### config.mk
export PLATFORM = sky130hd
export DESIGN_NAME = rgb2gray
export DESIGN_NICKNAME = d
export VERILOG_FILES = /design/src/rtl/rgb2gray_pkg.sv /design/src/rtl/rgb2gray_wsum.sv /design/src/rtl/rgb2gray.sv
export SDC_FILE = /design/constraint.sdc
export NUM_CORES = 1
export LEC_CHECK = 0
export CAP_MARGIN = 20
export CORE_ASPECT_RATIO = 0.75
export CORE_UTILIZATION = 61
export DETAILED_ROUTE_END_ITERATION = 8
export PLACE_DENSITY = 0.82
export SLEW_MARGIN = 20
export SYNTH_ARGS = -nofsm -noshare
export SYNTH_HDL_FRONTEND = slang
export SYNTH_SLANG_ARGS = --single-unit
### constraint.sdc
create_clock -name clk -period 3.9 [get_ports clk]
set_input_delay 0.78 -clock clk [delete_from_list [all_inputs] [get_ports clk]]
set_output_delay 0.78 -clock clk [all_outputs]
set_load 0.1 [all_outputs]
### src/rtl/rgb2gray_pkg.sv
// Shared defaults and derived widths for the RGB-to-grayscale pixel path.
package rgb2gray_pkg;

    localparam int unsigned DW_DEF     = 8;
    localparam int unsigned COEF_R_DEF = 77;
    localparam int unsigned COEF_G_DEF = 150;
    localparam int unsigned COEF_B_DEF = 29;
    localparam int unsigned FRAC_DEF   = 8;

    // Product of a DW-bit channel and an 8-bit weight.
    function automatic int unsigned prod_w(input int unsigned dw);
        return dw + 8;
    endfunction

    // Sum of three products; two extra bits cover the carries.
    function automatic int unsigned sum_w(input int unsigned dw);
        return dw + 10;
    endfunction

    localparam int unsigned PROD_W_DEF = prod_w(DW_DEF);
    localparam int unsigned SUM_W_DEF  = sum_w(DW_DEF);

endpackage

### src/rtl/rgb2gray_wsum.sv
// Weighted channel sum: S1 registers the three products, S2 registers their sum.
module rgb2gray_wsum
    import rgb2gray_pkg::*;
#(
    parameter  int unsigned DW     = rgb2gray_pkg::DW_DEF,
    parameter  int unsigned COEF_R = rgb2gray_pkg::COEF_R_DEF,
    parameter  int unsigned COEF_G = rgb2gray_pkg::COEF_G_DEF,
    parameter  int unsigned COEF_B = rgb2gray_pkg::COEF_B_DEF,
    localparam int unsigned PROD_W = prod_w(DW),
    localparam int unsigned SUM_W  = sum_w(DW)
) (
    input  logic             clk,
    input  logic             rst,
    input  logic             pix_valid,
    input  logic [DW-1:0]    r_data,
    input  logic [DW-1:0]    g_data,
    input  logic [DW-1:0]    b_data,
    output logic             sum_valid,
    output logic [SUM_W-1:0] sum
);

    logic [PROD_W-1:0] p_r;
    logic [PROD_W-1:0] p_g;
    logic [PROD_W-1:0] p_b;
    logic              v1;

    // S1: data loads every cycle; v1 alone qualifies it.
    always_ff @(posedge clk or posedge rst) begin
        if (rst) begin
            p_r <= '0;
            p_g <= '0;
            p_b <= '0;
            v1  <= 1'b0;
        end else begin
            p_r <= PROD_W'(r_data) * PROD_W'(COEF_R);
            p_g <= PROD_W'(g_data) * PROD_W'(COEF_G);
            p_b <= PROD_W'(b_data) * PROD_W'(COEF_B);
            v1  <= pix_valid;
        end
    end

    // S2: widened add, cannot overflow.
    always_ff @(posedge clk or posedge rst) begin
        if (rst) begin
            sum       <= '0;
            sum_valid <= 1'b0;
        end else begin
            sum       <= SUM_W'(p_r) + SUM_W'(p_g) + SUM_W'(p_b);
            sum_valid <= v1;
        end
    end

endmodule

### src/rtl/rgb2gray.sv
// Streaming RGB-to-luma converter, three register stages, one pixel per clock.
module rgb2gray
    import rgb2gray_pkg::*;
#(
    parameter int unsigned DW     = rgb2gray_pkg::DW_DEF,
    parameter int unsigned COEF_R = rgb2gray_pkg::COEF_R_DEF,
    parameter int unsigned COEF_G = rgb2gray_pkg::COEF_G_DEF,
    parameter int unsigned COEF_B = rgb2gray_pkg::COEF_B_DEF,
    parameter int unsigned FRAC   = rgb2gray_pkg::FRAC_DEF
) (
    input  logic          clk,
    input  logic          rst,
    input  logic          din_valid,
    input  logic [DW-1:0] r_data,
    input  logic [DW-1:0] g_data,
    input  logic [DW-1:0] b_data,
    output logic          dout_valid,
    output logic [DW-1:0] gray_data
);

    localparam int unsigned SUM_W = sum_w(DW);

    logic             v2;
    logic [SUM_W-1:0] sum;
    logic [SUM_W-1:0] shifted_c;
    logic             sat_c;
    logic [DW-1:0]    gray_c;

    rgb2gray_wsum #(
        .DW     (DW),
        .COEF_R (COEF_R),
        .COEF_G (COEF_G),
        .COEF_B (COEF_B)
    ) u_wsum (
        .clk       (clk),
        .rst       (rst),
        .pix_valid (din_valid),
        .r_data    (r_data),
        .g_data    (g_data),
        .b_data    (b_data),
        .sum_valid (v2),
        .sum       (sum)
    );

    // S3 datapath: truncating shift, clamp when the weights overshoot 2^FRAC.
    always_comb begin
        shifted_c = sum >> FRAC;
        sat_c     = |shifted_c[SUM_W-1:DW];
        gray_c    = sat_c ? {DW{1'b1}} : shifted_c[DW-1:0];
    end

    // Output stage: gray_data holds the last result across invalid cycles.
    always_ff @(posedge clk or posedge rst) begin
        if (rst) begin
            dout_valid <= 1'b0;
            gray_data  <= '0;
        end else begin
            dout_valid <= v2;
            if (v2) begin
                gray_data <= gray_c;
            end
        end
    end

endmodule

==> flow_summary.toml <==
[sta]
fmax_mhz = 259
slew_headroom_pct = 34.9
setup_viol = 0
finalMaxSlewViolations = 0
worst_pin_slew_ps = 973
hold_viol = 0
fin_worst_skew_ps = 4.69
period_share_pct = 98.9
setup_slack_ps = 42.4
finalCriticalPeriod_ps = 3860

[logic_synthesis]
syn-cell-area_sq_um = 5680
netlist_instances = 567
ys_ff_latch = 64
postSynthAreaPerCell_sq_um = 10.0
yosysMostFrequentCell = "ha_1"
synth_area_leaders = "dfrtp_1 28%, ha_1 28%, fa_1 9.5%"
synth_top_cell_by_area = "dfrtp_1"
synth_nets = 746
synthArstFlopShare_pct = 100
synth_edf_count = 0
synthDominantCellAreaShare_pct = 28.2
postSynth.topFlopCell = "dfrtp_1"
seq_area_frac_synth_pct = 28.2
ys_top_cells_by_count = "125 x ha_1, 78 x inv_1, 64 x dfrtp_1, 48 x a21oi_1, 41 x nor2_1"
yosysUniqueCellTypes = 49
yosys_warnings = 0

[finish]
diodes = 0
postLayoutCoreUtil_pct = 78.9
fillers = 543
final_nets = 860
fin_area_sq_um = 7140
drive_gt1_share_pct = 16.9
areaGrowthSynthToFinish_pct = 25.8

[setup_path]
required_ps = 4100
r2r.worst_path.cells = 16
crit_type = "input pin to flop"
critPathLaunch = "g_data[1]"
worst_r2r_startpoint = "u_wsum.p_g[1]"
cp_max_fo = 3
setup.worst_path.start_class = "input pin"
worstPathArrival_ps = 4060
critPathCaptureType = "flop"
reg2reg_slack_ps = 460
reg2reg_to = "u_wsum.sum[16]"
cp-endpoint = "u_wsum.p_g[15]"

[global_route]
grt_pass1_vias = 4723
grt_max_degree = 35
overflow = 0
antenna_found_initial = 0
grt_use_total_pct = 29.0
grt_first_pass_wirelength_mm = 21.8

[floorplan]
start_util_pct = 62.7
dieArea_sq_um = 9700
row_count = 30
die_w_microns = 113
core-area_sq_um = 9050
io_pins = 36
die_h_microns = 85.5

[clocking]
holdBufCountCts = 0
clockBufferDepth = 2
cts_tree = "done"
htree_num_levels = 3
clk_pin_slew_ps = 50
cts_inserted_buffers = 9
root_buffer = "clkbuf_16"
cts_sinks = 64
clkLatencyLatePin_ps = 340

[placement]
place_area_sq_um = 6680
dpl_worst_slack_ps = -544
port_buffers = 35
gp_congestion = 0.911
dpl.hpwl_mm = 10.1

[run]
maxCapViolations = 0

[detailed_routing]
drt-total-wl_mm = 13.8
drtPass1Iterations = 5
vias = 4577
drc = 0
drt_iter0_markers = 256
ant_nets = 0
via_per_inst = 5.62
drt-wirelength-per-cell_microns = 17.0

[power_and_ir_drop]
pwr_density_cell_nw_per_um2 = 834
ir_worst_vdd_mv = 0.543
p_leak_nw = 3.66

[status]
status = "finished, final reports clean"

[hold_path]
min_path_type = "flop to flop"
hold_start = "u_wsum.v1"
==> report_power, final <==
group          internal (W)  total [W]  switching (W)
combinational       0.00184    0.00410        0.00226
sequential         0.000941    0.00105       0.000109
clock              0.000495   0.000798       0.000303
total               0.00328    0.00595        0.00267
==> worst max-delay path: stages <==
cell and delay [ps]:
clkdlybuf4s50_1 470, ha_1 330, ha_1 300, ha_1 280, ha_1 310, a21o_1 200, a21oi_2 160, nor2b_1 90
o21a_1 220, o41a_1 370, a311oi_2 410, a21oi_1 120
==> timing repair <==
| action | CTS | global route |
|---|---|---|
| pin swaps | 18 | 16 |
| hold endpoints to repair | 0 | 0 |
| setup buffers | 2 | 2 |
| gates cloned | 0 | 0 |
| gates resized for setup | 11 | 23 |
| endpoints found under the setup margin | 9 | 9 |
==> state kept, by name, indices dropped and copies added (netlist names) <==
signal and cells:
u_wsum.sum_valid 1, u_wsum.p_r 15, u_wsum.v1 1, gray_data 8, dout_valid 1, u_wsum.p_b 13, u_wsum.sum 10, u_wsum.p_g 15
==> metal layers <==
metal	vias up	share of wire (%)	track usage, %
li1	2189	-	-
met1	2184	42	36.1
met2	151	49	50.2
met3	53	5.0	5.80
met4	0	4.1	11.2
met5	-	0	0
==> cells by family (layout without fill, tap and decap cells) <==
logic type                 after synthesis  count (layout)  synth area share, %
adders and majority gates              152             152                 37.1
DFF                                     64              64                 28.2
other                                    1               1               0.0661
xor gates and xnor gates                43              43                 6.64
and+or+nand+nor                        113             113                 9.52
buffers and inverters                   82             201                 5.42
AOI/OAI and AO/OA                      112             112                 13.1
==> cell type report <==
cell class,count,area [sq um],area share (%)
clock inverter,7,71.3,0.999
inverter,78,293,4.10
tap,128,160,2.24
sequential,64,1600,22.4
timing repair buffer,107,905,12.7
clock buffer,9,225,3.16
multi-input combinational,421,3880,54.4
==> layout by cell type, fill, tap and decap left out, types with 10 or more instances in the layout <==
cell / count
a21oi_1: 44
buf_4: 72
clkdlybuf4s50_1: 24
dfrtp_1: 64
fa_1: 27
ha_1: 118
inv_1: 72
nand2_1: 19
nor2_1: 41
nor3_1: 10
o21ai_0: 13
xnor2_1: 30
xor2_1: 13
==> per-stage QoR <==
step / setup TNS [ps] / power, W / hold slack [ps] / std cells
final: 0 / 0.00595 / 356 / 814
after CTS: 0 / 0.00582 / 359 / 812
after global routing: -177 / 0.00643 / 361 / 814
after floorplan: 0 / 0.00394 / 331 / 567
after global placement: -3450 / 0.00469 / 344 / 794
after detailed placement: -5370 / 0.00489 / 339 / 794
==> worst min-delay path by stage <==
stage                     slack, ps  cells past startpoint                to
after floorplan                 330                      0  u_wsum.sum_valid
final                           360                      0  u_wsum.sum_valid
after detailed placement        340                      0  u_wsum.sum_valid
after global routing            360                      0  u_wsum.sum_valid
after CTS                       360                      0  u_wsum.sum_valid
after global placement          340                      0  u_wsum.sum_valid
(Power assumes the default switching activity.)
==> patch: new RTL, config.mk and constraints unchanged <==
Change the package constant `DW_DEF` from 8 to 6.
--- a/src/rtl/rgb2gray_pkg.sv
+++ b/src/rtl/rgb2gray_pkg.sv
@@ -3,3 +3,3 @@
 
-    localparam int unsigned DW_DEF     = 8;
+    localparam int unsigned DW_DEF     = 6;
     localparam int unsigned COEF_R_DEF = 77;
Ports: changed (resized b_data, g_data, gray_data and r_data); port bits go from 36 to 28. No check against the original RTL was run, so the function may have changed too.
==> patch against the unedited design <==
- register-to-register slack better by 0.05 ns
- synthesized cell count is 30% lower
- sequential cell count is 10 lower
- total power is 39% lower
- worst setup slack better by 0.21 ns
- utilization is 3.8 points lower
- critical path depth is 1 higher
- clock power is 59% lower
- design area is 32% lower
- area after synthesis is 26% lower
- routed wire length is 45% lower
- maximum frequency is 5.8% higher
- via count is 36% lower
- critical path type unchanged
- critical endpoint is now u_wsum.p_r[11]
==> patch: results <==
group,metric,value,unit
place,dpl-instance-area,0.00474,mm^2
global_routing,grt_pass1_vias,2918,
power,ir_worst_vdd,0.448,mV
clock_tree,root_buffer,"clkbuf_8",
run_status,status,"finished, final reports clean",
power,p_switching,1650,uW
place,io_buffers,27,
finish,fin_cells,540,
global_routing,grtUsageMet3,0.0428,
worst_setup_path,crit_family,"adder cells",
worst_setup_path,cp_max_fo,4,
finish,fin_nets,589,
finish,fillers,460,
global_routing,grt_start_max_net_pins,55,
synth,synth.distinct_cells,41,
clock_tree,clkTransAtPathRegs,0.10,ns
sta,clock_skew,0.0134,ns
global_routing,met2_usage,0.375,
power,leakagePower,0.00249,uW
clock_tree,post-cts-setup-buffers,0,
place,dp_slack,-0.186,ns
worst_setup_path,max_stage_delay,0.58,ns
clock_tree,clkLatencyLatePin,0.31,ns
clock_tree,cts_made_buffers,5,
synth,yosys.area.top_type_share,0.324,
## patch: cell types whose count changed after synthesis, sizes merged, moves of 10 or more
cell / before / now
a21oi: 50 / 34
nor2: 41 / 26
dfrtp: 64 / 54
ha: 125 / 92
nor3: 12 / 2
inv: 78 / 51
## patch: path summary, 6_finish.rpt
path	endpoint	slack [ns]	cells past startpoint
max in group asynchronous	u_wsum.p_r[3]	2.43	2
hold reg to reg	u_wsum.sum_valid	0.37	0
setup reg to reg	u_wsum.sum[12]	0.51	15
setup / recovery	u_wsum.p_r[11]	0.25	13
hold / removal	u_wsum.sum_valid	0.37	0
min in group asynchronous	u_wsum.sum[9]	0.95	2
## patch: logic make-up (layout without fill, tap and decap cells)
kind of cell / count (synthesis) / in the layout / share of synthesized area
adder cells (fa/ha/maj): 110 / 110 / 0.362
AO/OA/AOI/OAI: 87 / 87 / 0.128
AND/OR/NAND/NOR: 61 / 61 / 0.0690
flip-flops: 54 / 54 / 0.324
buffers and inverters: 54 / 114 / 0.0489
XOR/XNOR: 32 / 32 / 0.0672
other: 1 / 1 / 0.000899
## patch: area by class of cell
| type | instances | area share |
|---|---|---|
| sequential | 54 | 0.279 |
| tap | 81 | 0.0209 |
| clock buffer | 7 | 0.0178 |
| clock inverter | 1 | 0.00181 |
| multi-input combinational | 291 | 0.541 |
| inverter | 51 | 0.0398 |
| timing repair buffer | 55 | 0.0993 |
## patch: power groups by stage
| stage | clock [uW] | combinational, uW | sequential, uW |
|---|---|---|---|
| after global routing | 353 | 2770 | 850 |
| after detailed placement | 0 | 2460 | 845 |
| after floorplan | 0 | 1790 | 973 |
| after global placement | 0 | 2350 | 839 |
| after CTS | 331 | 2480 | 835 |
| final | 326 | 2480 | 833 |
